<file path="src/rtl/pipe_pkg.sv">
// Shared pipeline types for the ID/EX and EX/MEM stages: datapath width,
// the hard-wired zero register, and the ID/EX register layout.
package pipe_pkg;

  localparam int XLEN = 64;
  localparam logic [4:0] REG_ZERO = 5'd0;

  typedef struct packed {
    logic            valid;
    logic [4:0]      rd;
    logic [4:0]      rs1;
    logic [4:0]      rs2;
    logic            reg_write;
    logic            mem_read;
    logic [XLEN-1:0] rs1_val;
    logic [XLEN-1:0] rs2_val;
    logic [XLEN-1:0] pc;
    logic [XLEN-1:0] imm;
  } id_ex_t;

  // True when the writeback port is really committing to register r this cycle.
  function automatic logic wb_hit(input logic en, input logic stall,
                                  input logic [4:0] wrd, input logic [4:0] r);
    return en && !stall && (wrd == r) && (r != REG_ZERO);
  endfunction

endpackage

</file>
<file path="src/rtl/operand_bypass.sv">
// Combinational operand select: zero register, same-cycle writeback bypass,
// or the asynchronous register-file read.
module operand_bypass
  import pipe_pkg::*;
(
  input  logic [4:0]      rs,
  input  logic [XLEN-1:0] rf_data,
  input  logic            wb_en,
  input  logic            wb_stall,
  input  logic [4:0]      wb_rd,
  input  logic [XLEN-1:0] wb_data,
  output logic [XLEN-1:0] operand
);

  always_comb begin
    operand = rf_data;
    if (rs == REG_ZERO)
      operand = '0;
    else if (wb_hit(wb_en, wb_stall, wb_rd, rs))
      operand = wb_data;
  end

endmodule

</file>
<file path="src/rtl/id_ex_stage.sv">
// Operand fetch and ID/EX pipeline register with writeback bypass,
// load-use bubble insertion and operand refresh while EX is stalled.
module id_ex_stage
  import pipe_pkg::*;
(
  input  logic            clk,
  input  logic            reset,
  input  logic            id_valid,
  input  logic [4:0]      id_rs1,
  input  logic [4:0]      id_rs2,
  input  logic [4:0]      id_rd,
  input  logic            id_uses_rs1,
  input  logic            id_uses_rs2,
  input  logic            id_reg_write,
  input  logic            id_mem_read,
  input  logic [XLEN-1:0] id_pc,
  input  logic [XLEN-1:0] id_imm,
  output logic [4:0]      rf_rs1,
  output logic [4:0]      rf_rs2,
  input  logic [XLEN-1:0] rf_data1,
  input  logic [XLEN-1:0] rf_data2,
  input  logic            wb_en,
  input  logic [4:0]      wb_rd,
  input  logic [XLEN-1:0] wb_data,
  input  logic            wb_stall,
  input  logic            ex_stall,
  input  logic            flush,
  output logic            id_stall,
  output logic            ex_valid,
  output logic [4:0]      ex_rd,
  output logic [4:0]      ex_rs1,
  output logic [4:0]      ex_rs2,
  output logic            ex_reg_write,
  output logic            ex_mem_read,
  output logic [XLEN-1:0] ex_rs1_val,
  output logic [XLEN-1:0] ex_rs2_val,
  output logic [XLEN-1:0] ex_pc,
  output logic [XLEN-1:0] ex_imm
);

  id_ex_t          ex_q;
  id_ex_t          id_next;
  logic [XLEN-1:0] op1;
  logic [XLEN-1:0] op2;
  logic            load_use;

  assign rf_rs1 = id_rs1;
  assign rf_rs2 = id_rs2;

  operand_bypass u_bypass1 (
    .rs(id_rs1), .rf_data(rf_data1), .wb_en(wb_en), .wb_stall(wb_stall),
    .wb_rd(wb_rd), .wb_data(wb_data), .operand(op1)
  );

  operand_bypass u_bypass2 (
    .rs(id_rs2), .rf_data(rf_data2), .wb_en(wb_en), .wb_stall(wb_stall),
    .wb_rd(wb_rd), .wb_data(wb_data), .operand(op2)
  );

  assign load_use = ex_q.valid && ex_q.mem_read && (ex_q.rd != REG_ZERO) && id_valid &&
                    ((id_uses_rs1 && (id_rs1 == ex_q.rd)) ||
                     (id_uses_rs2 && (id_rs2 == ex_q.rd)));

  assign id_stall = !flush && (ex_stall || load_use);

  // Control bits are gated by id_valid so an empty slot can never write or load.
  always_comb begin
    id_next           = '0;
    id_next.valid     = id_valid;
    id_next.rd        = id_rd;
    id_next.rs1       = id_rs1;
    id_next.rs2       = id_rs2;
    id_next.reg_write = id_valid && id_reg_write;
    id_next.mem_read  = id_valid && id_mem_read;
    id_next.rs1_val   = op1;
    id_next.rs2_val   = op2;
    id_next.pc        = id_pc;
    id_next.imm       = id_imm;
  end

  // A held instruction keeps picking up writebacks so it never executes with stale sources.
  always_ff @(posedge clk) begin
    if (reset) begin
      ex_q <= '0;
    end else if (flush) begin
      ex_q <= '0;
    end else if (ex_stall) begin
      if (ex_q.valid && wb_hit(wb_en, wb_stall, wb_rd, ex_q.rs1))
        ex_q.rs1_val <= wb_data;
      if (ex_q.valid && wb_hit(wb_en, wb_stall, wb_rd, ex_q.rs2))
        ex_q.rs2_val <= wb_data;
    end else if (load_use) begin
      ex_q <= '0;
    end else begin
      ex_q <= id_next;
    end
  end

  assign ex_valid     = ex_q.valid;
  assign ex_rd        = ex_q.rd;
  assign ex_rs1       = ex_q.rs1;
  assign ex_rs2       = ex_q.rs2;
  assign ex_reg_write = ex_q.reg_write;
  assign ex_mem_read  = ex_q.mem_read;
  assign ex_rs1_val   = ex_q.rs1_val;
  assign ex_rs2_val   = ex_q.rs2_val;
  assign ex_pc        = ex_q.pc;
  assign ex_imm       = ex_q.imm;

endmodule

</file>
<file path="config.mk">
export PLATFORM = sky130hd
export DESIGN_NAME = id_ex_stage
export DESIGN_NICKNAME = d
export VERILOG_FILES = /design/src/rtl/pipe_pkg.sv /design/src/rtl/operand_bypass.sv /design/src/rtl/id_ex_stage.sv
export SDC_FILE = /design/constraint.sdc
export NUM_CORES = 1
export LEC_CHECK = 0
export ABC_CLOCK_PERIOD_IN_PS = 2100
export BUFFER_PORTS_ARGS = -buffer_cell sky130_fd_sc_hd__buf_2
export CORE_AREA = 2 2 250 252
export DETAILED_ROUTE_END_ITERATION = 7
export DIE_AREA = 0 0 252 254
export SLEW_MARGIN = 20
export SYNTH_ARGS = -nofsm -noshare
export SYNTH_HDL_FRONTEND = slang
export SYNTH_SLANG_ARGS = --single-unit
</file>
<file path="constraint.sdc">
create_clock -name clk -period 2.1 [get_ports clk]
set_input_delay 0.21 -clock clk [delete_from_list [all_inputs] [get_ports clk]]
set_output_delay 0.21 -clock clk [all_outputs]
set_load 0.05 [all_outputs]
</file>
# Word level (Yosys, flattened, before mapping)
# Index checks and enable logic that the tools add are counted.
[totals]
reg_bits = 274
in_bits = 351
[classes]
eq_ne = 8
muxes = 8
n_reduce_logical = 32
[ops]
columns = ["op", "n"]
rows = [
  ["64-bit 2-to-1 mux", 6],
  ["274-bit 2-to-1 mux", 1],
  ["128-bit 2-to-1 mux", 1],
  ["5-bit equality test", 6],
  ["5-bit nonzero test", 5],
  ["1-bit logical AND", 20],
  ["5-bit zero test", 2],
  ["2-bit by 1-bit inequality test with 1-bit output (second input constant)", 2],
  ["1-bit zero test", 2],
  ["1-bit logical OR", 2],
  ["2-bit OR reduction", 1],
]

# Depth between registers and ports, before layout
[depth]
ltp_word = 8
mapped_depth = 9
mapped_depth_nobuf = 6

# Cells and area by module
# A second synthesis with hierarchy kept.
[hier_totals]
cells_unflattened = 1425
area_unflattened_um2 = 13420.4
[modules_own_cells]
columns = ["module", "instances", "cells_each", "area_per_inst_um2", "seq_area_each_um2"]
rows = [
  ["id_ex_stage", 1, 949, 10900.5, 5485.3],
  ["operand_bypass", 2, 238, 1260.0, 0.0],
]

# Worst setup path after synthesis
# OpenSTA, ideal clock, no wires.
[synth_path]
path_kind = "reg2out"
start = "register ex_q, in the netlist ex_rd[1]"
end = "output id_stall"
arrival_time_ps = 2086
required_time_ps = 1890
path_slack_ps = -196
path_stages_with_launch = 7
n_path_buf = 1
cell_sequence = "dfxtp_1 xnor2_1 nand4_1 o22ai_1 a31oi_1 buf_2 nor2_1"
[synth_between]
elab_chain_cells = 6
word_cells_on_any_way = 11
classes_between = "eq/ne (2); reduce/logical (9)"
[synth_rtl]
columns = ["item", "line", "rtl"]
rows = [
  ["start: declaration", "id_ex_stage.sv:41", "id_ex_t ex_q;"],
  ["start signal: assignment", "id_ex_stage.sv:95", "ex_q <= id_next;"],
  ["5-bit equality test, or another cell as far along", "id_ex_stage.sv:61", "((id_uses_rs1 && (id_rs1 == ex_q.rd)) ||"],
  ["1-bit logical AND, on equally long branches", "id_ex_stage.sv:61, id_ex_stage.sv:60, id_ex_stage.sv:62", ""],
  ["1-bit logical OR / 1-bit logical AND (equally long branches)", "id_ex_stage.sv:61, id_ex_stage.sv:60", ""],
  ["1-bit logical AND (*)", "id_ex_stage.sv:60", "assign load_use = ex_q.valid && ex_q.mem_read && (ex_q.rd != REG_ZERO) && id_valid &&"],
  ["1-bit logical OR (*)", "id_ex_stage.sv:64", "assign id_stall = !flush && (ex_stall || load_use);"],
  ["1-bit logical AND (*)", "id_ex_stage.sv:64", ""],
  ["end: declaration", "id_ex_stage.sv:28", "output logic id_stall,"],
]
# Mark *: on every way between the ends. The rest lies on a longest branch, timed or not.

# Worst setup path after layout
[layout_path]
start = "register ex_q, in the netlist ex_rd[4]"
end = "output id_stall"
# Same word-level chain as after synthesis.

==> flow_summary.yaml <==
cts:
  clk_pin_slew_ns: 0.06
  cts_tree: "yes"
  clk_latency_ns: 0.58
  cts-root-buf: "clkbuf_16"
  cts.sinks: 274
  cts_buffers: 31
  cts_htree_levels: 1
  clockBufferDepth: 3
floorplan:
  die-area_um2: 64000
  io_pins: 636
  num_rows: 91
  initial_utilization: 0.217
  die_x_um: 252
  dieHeight_um: 254
  placeableCoreArea_um2: 61300
synth:
  synth_most_common_cell: "nand2_1"
  synth_top_flop_cell: "dfxtp_1"
  yosys-top-cells-area: "dfxtp_1, nand3b_1, nand2_1"
  synth_simple_gate_area_frac: 0.213
  synth_edf_count: 0
  yosys.area_share.adder: 0
  synth_top_area_cell: "dfxtp_1"
  ys_seq_area_frac: 0.413
  synth-xor-area-share: 0.0185
  syn_area_um2: 13300
  synth_cell_types: 36
  synth_mux_area_frac: 0.102
  yosys_warnings: 0
  synth_top_area_share: 0.413
  synth-compound-area-share: 0.186
  syn_inst: 1589
  synth_common_cells: "nand2_1, dfxtp_1, a21oi_1"
  yosys_register_bits: 274
  async_reset_ff_frac: 0
  syn_avg_cell_area_um2: 8.36
  synthesis.nets: 1940
  synth_top_family_by_area: "simple AND/OR/NAND/NOR gates"
timing:
  finalClockSkew_ns: 0.0181
  rsz0062_at_grt: "yes"
  post-route-min-period_ns: 2.20
  worst_slack_ns: -0.0957
  setup_violations: 13
  fmax_mhz: 455
  tns_ns: -0.429
  slew-limit-headroom: 0.410
  worst_slew_pin_slew_ns: 0.885
  fin_hold_ws_ns: 0.0169
  hold_viol: 0
  finalCritPeriodShare: 1.05
  drv_slew: 0
cells_and_area:
  multi_input_area_um2: 7220
  design_area_um2: 21500
  area_growth_pct: 61.7
  seq_area_um2: 5510
  num-nets-final: 2754
  fill_cells: 6252
  drive_gt1_frac: 0.361
detailed_routing:
  drt_pass1_iterations: 5
  avgViaCountPerCell: 4.78
  drc: 0
  top_layer: "met5"
  dr.first_iter.drc_count: 864
  routedWlPerCell_um: 19.3
  wl_met2_um: 30400
  vias: 15400
  met1_length_um: 24300
  finalWirelength_um: 62200
  antenna_left: 0
  met3_length_um: 4730
pwr:
  p_seq_frac: 0.394
  power.share.switching: 0.305
  p_comb_frac: 0.213
  power_uw: 14000
  intPower_uw: 9720
  clkPwrFrac: 0.393
  ir_drop_mv: 0.527
  switchingPower_uw: 4280
  power_leakage_uw: 0.00988
  power_per_cell_area_nw_per_um2: 652
grt:
  grt_start_max_net_pins: 93
  grt_usage: 0.177
  antenna_found_initial: 19
  overflow: 0
  grt_pass1_vias: 14800
  grt_pass1_wl_um: 88300
critical_path:
  criticalPathCategory: "reg -> out"
  worstPathArrival_ns: 1.99
  critPathCaptureType: "primary output"
  required_ns: 1.89
  crit_slowest_cell: "dfxtp_4"
  critPathLaunchType: "flop"
  crit_path_cell_trace: "xnor2_2 > nand4_1 > o22ai_2 > buf_6 > a31oi_4 > nor2_4 > buf_12"
  cp_slowest_stage_delay_ns: 0.37
  critPathMaxFanout: 5
placement:
  postPlaceCellArea_um2: 17700
  post-place-ws_ns: -0.0744
  gp_congestion: 0.834
  hpwl_um: 43100
  numPortBuffers: 635
status:
  violations: "negative setup slack"
  status: "finished, violations left"
flow_run:
  maxCapViolations: 0
hold_path:
  hold_path.class: "in -> reg"
==> critical path, delay by kind of cell (launching register included) <==
kind | cells | cell delay, ns
AND/OR/NAND/NOR | 2 | 0.27
AO/OA/AOI/OAI | 2 | 0.34
buffers and inverters | 2 | 0.28
flip-flops | 1 | 0.37
XOR/XNOR | 1 | 0.15
==> sequential cells by signal, indices dropped and copies added, names as in the netlist <==
signal / count
ex_rs2_val: 64
ex_rs1: 5
ex_rd: 5
ex_mem_read: 1
ex_imm: 64
ex_valid: 1
ex_rs1_val: 64
ex_pc: 64
ex_reg_write: 1
ex_rs2: 5
==> cell usage in the layout (no fill, tap or decap), types with 4 or more instances in the layout <==
cell,instances
clkinv_2,5
a21oi_1,145
nor2_1,70
dfxtp_2,5
o21ai_2,36
mux2i_1,64
nand3b_1,143
buf_4,68
xnor2_1,14
buf_8,10
clkinv_4,5
dfxtp_4,4
mux2_1,60
buf_6,5
mux2_2,4
clkbuf_16,40
nor3_1,4
o21ai_1,27
dfxtp_1,265
a31oi_1,60
buf_16,4
dlygate4sd3_1,199
diode_2,10
xor2_1,11
nand2_1,274
nand3_1,66
buf_2,633
a211oi_1,128
a31oi_4,5
buf_12,26
==> layer usage <==
metal  track usage  vias up
li1              -     7295
met1         0.206     7183
met2         0.312      783
met3        0.0363      136
met4        0.0795        6
met5             0        -
==> worst paths after layout <==
check / endpoint / startpoint / slack, ns / cells after the start
setup reg to reg: ex_rs2_val[14]$_SDFFE_PP0P_ / ex_rs2[0]$_SDFFE_PP0N_ / -0.05 / 9
setup / recovery: id_stall / ex_rd[4]$_SDFFE_PP0N_ / -0.1 / 7
hold reg to reg: ex_imm[63]$_SDFFE_PP0N_ / ex_imm[63]$_SDFFE_PP0N_ / 0.45 / 2
hold / removal: ex_rd[4]$_SDFFE_PP0N_ / ex_stall / 0.02 / 3
==> kinds of logic (layout without fill, tap and decap cells) <==
logic type,after synthesis,count (layout)
and+or+nand+nor,576,576
AOI/OAI and AO/OA,409,409
DFF,274,274
buffers and inverters,174,1007
muxes,128,128
xor gates and xnor gates,28,28
other,0,10
==> timing repair <==
item,4_1_cts,5_1_grt
buffers inserted,2,16
pin swaps,3,9
hold buffers,199,0
cloned,0,10
setup endpoints to repair,17,44
endpoints found under the hold margin,242,0
gates resized for setup,11,81
==> area by class of cell <==
cell class | instances | share of cell area
clock buffers | 37 | 0.0386
diodes | 10 | 0.00117
inverters | 1 | 0.000175
flip-flops and latches | 274 | 0.256
repair buffers | 954 | 0.314
well taps | 790 | 0.0460
clock inverters | 15 | 0.00810
multi-input cells | 1141 | 0.336
==> stage by stage <==
stage	instances	util
after floorplan	1589	-
after global placement	2936	0.289
after detailed placement	2936	0.289
after CTS	3189	0.339
after global routing	3221	0.351
final	3222	0.351
==> power by group through the flow <==
stage                     combinational (µW)  clock, µW  sequential [µW]
after CTS                               2840       5630             5510
after global routing                    3170       5790             5530
after floorplan                          848          0             6280
after global placement                  2520          0             5620
after detailed placement                2530          0             5620
final                                   2980       5500             5520
Note: power is estimated with default switching activity, not from simulation.
